`config.mk`:
```
export PLATFORM = sky130hd
export DESIGN_NAME = pc_seq_unit
export DESIGN_NICKNAME = d
export VERILOG_FILES = /design/src/rtl/pc_seq_unit.sv
export SDC_FILE = /design/constraint.sdc
export NUM_CORES = 1
export LEC_CHECK = 0
export BUFFER_PORTS_ARGS = -buffer_cell sky130_fd_sc_hd__buf_2
export CAP_MARGIN = 20
export CORE_MARGIN = 10
export CORE_UTILIZATION = 40
export DETAILED_ROUTE_END_ITERATION = 6
export PLACE_DENSITY_LB_ADDON = 0.2
export SLEW_MARGIN = 20
export SYNTH_ARGS = -nofsm -noshare
export SYNTH_HDL_FRONTEND = slang
export SYNTH_SLANG_ARGS = --single-unit
```
`constraint.sdc`:
```
create_clock -name clk -period 7.65 [get_ports clk]
set_input_delay 0.765 -clock clk [delete_from_list [all_inputs] [get_ports clk]]
set_output_delay 0.765 -clock clk [all_outputs]
set_load 0.01 [all_outputs]
```
`src/rtl/pc_seq_unit.sv`:
```
// pc_seq_unit: program-counter sequencer with relative/absolute jumps, flag branches and a LIFO call stack
module pc_seq_unit #(
  parameter int PC_W      = 8,
  parameter int OFF_W     = 9,
  parameter int STK_DEPTH = 4,
  parameter int RESET_VEC = 0
) (
  input  logic              clk,
  input  logic              rst_n,
  input  logic              en,
  input  logic [2:0]        op,
  input  logic [2:0]        cond,
  input  logic              cond_inv,
  input  logic              neg,
  input  logic              zer,
  input  logic              ovf,
  input  logic              car,
  input  logic [OFF_W-1:0]  offset,
  input  logic [PC_W:0]     target,
  output logic [PC_W-1:0]   pc_out,
  output logic              taken,
  output logic [4:0]        stk_cnt,
  output logic              stk_err
);
  localparam logic [PC_W-1:0] RV    = RESET_VEC[PC_W-1:0];
  localparam logic [PC_W-1:0] ONE   = 1;
  localparam logic [4:0]      DEPTH = 5'(STK_DEPTH);
  localparam int              AW    = STK_DEPTH > 1 ? $clog2(STK_DEPTH) : 1;
  logic [PC_W-1:0] stk [STK_DEPTH];
  logic [PC_W+OFF_W-1:0] off_wide;
  logic [PC_W-1:0] inc, rel, tgt, nxt_pc;
  logic [4:0] top;
  logic flag, hit, full, empty, nxt_taken, push, pop, err_set;
  logic unused_bits;
  assign off_wide    = {{PC_W{offset[OFF_W-1]}}, offset};
  assign inc         = pc_out + ONE;
  assign rel         = pc_out + off_wide[PC_W-1:0];
  assign tgt         = target[PC_W-1:0];
  assign top         = stk_cnt - 5'd1;
  assign full        = stk_cnt >= DEPTH;
  assign empty       = stk_cnt == 5'd0;
  assign flag        = cond == 3'd1 ? neg : cond == 3'd2 ? zer : cond == 3'd3 ? ovf : car;
  assign hit         = cond == 3'd0 ? 1'b1 : cond <= 3'd4 ? flag ^ cond_inv : 1'b0;
  assign unused_bits = ^{target[PC_W], top, off_wide[PC_W+OFF_W-1:PC_W]};
  always_comb begin
    nxt_pc    = inc;
    nxt_taken = 1'b0;
    push      = 1'b0;
    pop       = 1'b0;
    err_set   = 1'b0;
    case (op)
      3'd1: begin
        nxt_pc    = rel;
        nxt_taken = 1'b1;
      end
      3'd2: begin
        nxt_pc    = hit ? tgt : inc;
        nxt_taken = hit;
      end
      3'd3: begin
        push      = !full;
        err_set   = full;
        nxt_pc    = full ? inc : tgt;
        nxt_taken = !full;
      end
      3'd4: begin
        pop       = !empty;
        err_set   = empty;
        nxt_pc    = empty ? inc : stk[top[AW-1:0]];
        nxt_taken = !empty;
      end
      3'd5: begin
        nxt_pc    = tgt;
        nxt_taken = 1'b1;
      end
      default: ;
    endcase
  end
  always_ff @(posedge clk or negedge rst_n) begin
    if (!rst_n) begin
      pc_out  <= RV;
      taken   <= 1'b0;
      stk_cnt <= 5'd0;
      stk_err <= 1'b0;
    end else if (en) begin
      pc_out  <= nxt_pc;
      taken   <= nxt_taken;
      stk_cnt <= push ? stk_cnt + 5'd1 : pop ? top : stk_cnt;
      stk_err <= stk_err | err_set;
    end else begin
      taken <= 1'b0;
    end
  end
  // stack storage needs no reset: entries are only read below stk_cnt
  always_ff @(posedge clk) begin
    if (en && push) stk[stk_cnt[AW-1:0]] <= inc;
  end
endmodule

```
# Word level (Yosys, flattened, before mapping)
# Memories as Yosys holds them, arrays and structs flattened.
# Index checks and enable logic that the tools add are counted.
# classes
n_addsub	4
magnitude_cmp	2
eq_ne	8
mux	18
bitwise	2
n_reduce_logical	8
# ops
cell	n
$pmux W8 S5	1
$mux W8	3
$eq A3 B2 Y1 const B	4
$mux W1	10
$mux W5	2
$add A8 B1 Y8 const B	1
$add A8 B8 Y8	1
$eq A3 B1 Y1 const B	2
$eq A3 B3 Y1 const B	2
$add A5 B1 Y5 const B	1
$ge A5 B3 Y1 const B	1
$logic_not A5 Y1	1
$sub A5 B1 Y5 const B	1
$pmux W1 S4	1
$le A3 B3 Y1 const B	1
$logic_not A3 Y1	1
$logic_not A1 Y1	2
$pmux W1 S2	1
$reduce_and A2 Y1	1
$reduce_bool A2 Y1	1
$reduce_or A2 Y1	1
$logic_and A1 B1 Y1	1
$or A1 B1 Y1	1
$xor A1 B1 Y1	1
# totals
reg_bits	15
ram_bits	32
inputBits	32
output_inout_bits	15
wordCells	47
memories	1
# mem_list
memory	words	width	read_ports	rd_clocked_by_memory_dff	write_ports	line	source
stk	4	8	1	0	1	29	logic [PC_W-1:0] stk [STK_DEPTH];

# Longest topological paths before layout
# logic_depth
ltp_word	9
depth_mapped	9
ltp_nobuf	8

# Worst setup path after synthesis
# Ideal clock, no wire load.
# synth_path
path_kind	reg-to-reg
startpoint	register stk_cnt[0]
endpoint	register pc_out[4]
setup_ns	0.126
arrival_time_ns	2.558
required_ns	7.524
slack_ns	4.966
stages_incl_launch_ff	9
path_buffers	2
period_less_slack_ns	2.684
path_cell_list	dfrtp_1 buf_2 inv_1 ha_1 clkbuf_1 mux4_2 a22o_1 a221o_1 a221o_1
# synth_via
elab_chain_len	4
elab_cells_between_ends	7
cone_classes	add/sub (1); order compare (1); mux (3); reduce/logical (1); memory (1)
# synth_lines
item	line	source
start, declared	22	output logic [4:0] stk_cnt,
start signal, assigned	88	stk_cnt <= push ? stk_cnt + 5'd1 : pop ? top : stk_cnt;
$sub A5 B1 Y5	39	assign top = stk_cnt - 5'd1;
$mem_v2 Z4 W8	-	
$mux W8	69	nxt_pc = empty ? inc : stk[top[AW-1:0]];
$pmux W8 S5 *	51	case (op)
end signal, assigned	86	pc_out <= nxt_pc;
end, declared	20	output logic [PC_W-1:0] pc_out,
# Every way passes the cells marked *; elsewhere a longest branch is shown, timed or not.
# A chain may end at the register's enable or synchronous reset.

# Worst setup path in the final report
# Same ends and word-level chain as after synthesis.

==> impl_metrics.yaml <==
clock_network:
  numClockSinks: 47
  post-cts-setup-buffers: 0
  clk_transition_reported_paths_ns: 0.10
  cts_tree: "done"
  clkLatencyLatePin_ns: 0.30
  cts_repair_resize_count: 0
  cts_buffers: 5
  hold_buffers: 0
  clockRootBuffer: "sky130_fd_sc_hd__clkbuf_8"
  cts_buffer_depth: 2
  cts.htree.levels: 2
global_route:
  first_global_vias: 2128
  initial_antenna_violation_count: 0
  global_route.overflow_total: 0
  maximum_number_of_pins_on_one_net_before_global_route_repair: 22
  groute.usage.overall_pct: 12.7
  grt_pass1_wl_um: 11600
synthesis:
  postSynth.topFlopCell: "sky130_fd_sc_hd__edfxtp_1"
  ys_async_sr_fraction_pct: 31.9
  synthCells: 258
  post_synth_main_area_contributors: "sky130_fd_sc_hd__edfxtp_1, sky130_fd_sc_hd__dfrtp_1, sky130_fd_sc_hd__mux4_2"
  total_standard_cell_area_after_synthesis_um2: 2870
  syn_avg_cell_area_um2: 11.1
  synth_warn: 0
  yosys-top-cells-count: "sky130_fd_sc_hd__edfxtp_1, sky130_fd_sc_hd__nand2_1, sky130_fd_sc_hd__o21ai_0"
  synth-edff-count: 32
  mappedNetlistNets: 304
  synth.yosys.seq_area_share_pct: 46.5
  synth_largest_type_area_fraction_pct: 33.4
  synth_most_common_cell: "sky130_fd_sc_hd__edfxtp_1"
  yosys.area.top_type: "sky130_fd_sc_hd__edfxtp_1"
  synth_cell_types: 52
  ys_ff_latch: 47
setup_path:
  reg2reg_to: "pc_out[4]"
  r2r-start: "stk_cnt[0]"
  critical_path_arrival_ns: 3.08
  worst-r2r-setup-slack_ns: 4.77
  worst-endpoint-required_ns: 7.85
  crit_path_top_delay_cell: "sky130_fd_sc_hd__dfrtp_1"
  worstSetupStartpointType: "flop"
  timing.critical_path.fanout_max: 14
  path_common_cell: "sky130_fd_sc_hd__a221o_1"
  type_of_destination_of_the_critical_path: "flop"
  worst_r2r_path_depth: 6
  timing.critical_path.cells: "inv_1 > ha_1 > mux4_2 > a22o_1 > a221o_1 > a221o_1"
  cpLargestDelayFamily: "flip-flops"
  worstSetupPathType: "flop to flop"
  timing.critical_path.buf_inv: 1
  critical_path.max_stage_delay_ns: 0.80
sta:
  setup_viol: 0
  period_share_pct: 37.7
  report.final.slew_viol_count: 0
  fmax_mhz: 347
  maxSlewHeadroom_pct: 52.3
  tightestPinTransition_ns: 0.708
  worst_clock_skew_ns: 0.0117
  grt_setup_unrepaired: "false"
  minimum_period_implied_by_the_final_worst_setup_slack_ns: 2.88
  tns_ns: 0
  hold_viol_final: 0
route:
  drt_drc_violations_left: 0
  via_per_instance_ratio: 5.55
  initialDrtViolationCount: 69
  drt-wirelength-per-cell_um: 17.8
  vias: 2203
  antenna_violating_nets_post_route: 0
  drt_pass1_iterations: 4
  wl_um: 7080
die:
  floorplan.die.width_um: 105
  design.core.area_um2: 6910
  die_height_um: 105
  initial_cell_density_of_the_core_pct: 41.6
  std_cell_rows: 30
  io-pin-count: 47
  design.die.area_um2: 11000
power:
  power.internal_uw: 616
  net-switching-power_uw: 409
  power.clock.fraction_pct: 16.0
  p_sw_share_pct: 39.9
  cellLeakagePower_nw: 1.30
  power.ir.vdd_worst_mv: 0.101
  share_seq_of_total_power_pct: 40.0
  combinationalPowerShare_pct: 44.0
  cellPowerDensity_nw_per_um2: 313
  total_power_mw: 1.02
placement:
  post_dp_cell_area_um2: 3180
  buffer_ports.inserted: 44
  hpwl_um: 5390
  routabilityCongestion: 0.819
finish:
  post_synthesis_to_final_layout_area_growth_pct: 13.9
  num_antenna_cells: 0
  finalInstanceArea_um2: 3270
  layout-drive-gt1-share_pct: 23.3
  nets: 346
run:
  cap_violations: 0
outcome:
  run_status: "finished clean"
worst_hold_path:
  worst_min_delay_path_category: "input pin to async pin"
## worst max path at each step
stage	startpoint	end	slack, ns	depth (start not counted)
2_1_floorplan	stk_cnt[0]	pc_out[4]	4.97	8
3_3_place_gp	stk_cnt[0]	pc_out[4]	4.71	6
3_5_place_dp	stk_cnt[0]	pc_out[4]	4.68	6
4_1_cts	stk_cnt[0]	pc_out[4]	4.69	6
5_1_grt	stk_cnt[0]	pc_out[4]	4.57	6
6_report	stk_cnt[0]	pc_out[4]	4.77	6
## power groups by stage
stage | clock [mW] | sequential, mW | combinational, mW
global route | 0.181 | 0.421 | 0.499
finish | 0.164 | 0.410 | 0.451
CTS | 0.167 | 0.412 | 0.455
global placement | 0 | 0.416 | 0.447
floorplan | 0 | 0.402 | 0.322
detailed placement | 0 | 0.418 | 0.452
## metal layers
| layer | up-vias | GRT usage (%) | wire length [um] |
|---|---|---|---|
| met5 | - | 0 | 0 |
| met4 | 0 | 2.35 | 42 |
| met3 | 4 | 3.26 | 315 |
| met2 | 44 | 22.1 | 3630 |
| met1 | 1082 | 15.5 | 3100 |
| li1 | 1073 | - | - |
## stage by stage
step                std cells  setup slack, ns  hold WS [ns]  util [%]
CTS                       397             4.69         0.377      47.4
detailed placement        389             4.68         0.444      46.0
global route              397             4.57         0.382      47.4
finish                    397             4.77         0.369      47.4
floorplan                 258             4.97         0.469         -
global placement          389             4.71         0.439      46.0
## state kept, by name (all words and copies together), names as in the netlist
| name | flops |
|---|---|
| stk_cnt | 5 |
| taken | 1 |
| stk_err | 1 |
| stk | 32 |
| pc_out | 8 |
## kinds of logic (layout without fill, tap and decap cells)
family                     count (synthesis)  after routing  share of synthesized area [%]
muxes                                     13             13                           8.14
xor gates and xnor gates                  17             17                           5.18
buffers and inverters                     18             61                           2.53
DFF                                       47             47                           46.5
and+or+nand+nor                           80             80                           15.2
AOI/OAI and AO/OA                         69             69                           16.2
adders and majority gates                 14             14                           6.36
## cell usage in the layout, fill, tap and decap left out, drive strengths merged, types with 2 or more instances in the layout
| cell | netlist | final |
|---|---|---|
| buf | 4 | 44 |
| edfxtp | 32 | 32 |
| nand2 | 20 | 20 |
| o21ai | 19 | 19 |
| dfrtp | 15 | 15 |
| nor2 | 15 | 15 |
| ha | 13 | 13 |
| a21oi | 12 | 12 |
| inv | 8 | 11 |
| xnor2 | 9 | 9 |
| nand3 | 9 | 9 |
| xor2 | 8 | 8 |
| mux4 | 8 | 8 |
| a21o | 7 | 7 |
| a221o | 6 | 6 |
| a31oi | 6 | 6 |
| nor2b | 5 | 5 |
| and3 | 5 | 5 |
| nor3b | 5 | 5 |
| nor3 | 5 | 5 |
| clkbuf | 5 | 5 |
| a211oi | 4 | 4 |
| nand2b | 3 | 3 |
| nor4b | 3 | 3 |
| mux2 | 3 | 3 |
| or3 | 2 | 2 |
| mux2i | 2 | 2 |
| a22oi | 2 | 2 |
| o21bai | 2 | 2 |
| nand4 | 2 | 2 |
| o221ai | 2 | 2 |
| and2 | 2 | 2 |
## area by class of cell
cell class	instances	area [um^2]
Clock inverter	3	28.8
Sequential cell	47	1340
Inverter	9	33.8
Tap cell	96	120
Clock buffer	5	68.8
Timing Repair Buffer	44	220
Multi-Input combinational cell	193	1470
Fill cell	670	3630
No activity file was read; power rests on OpenSTA's default activity.
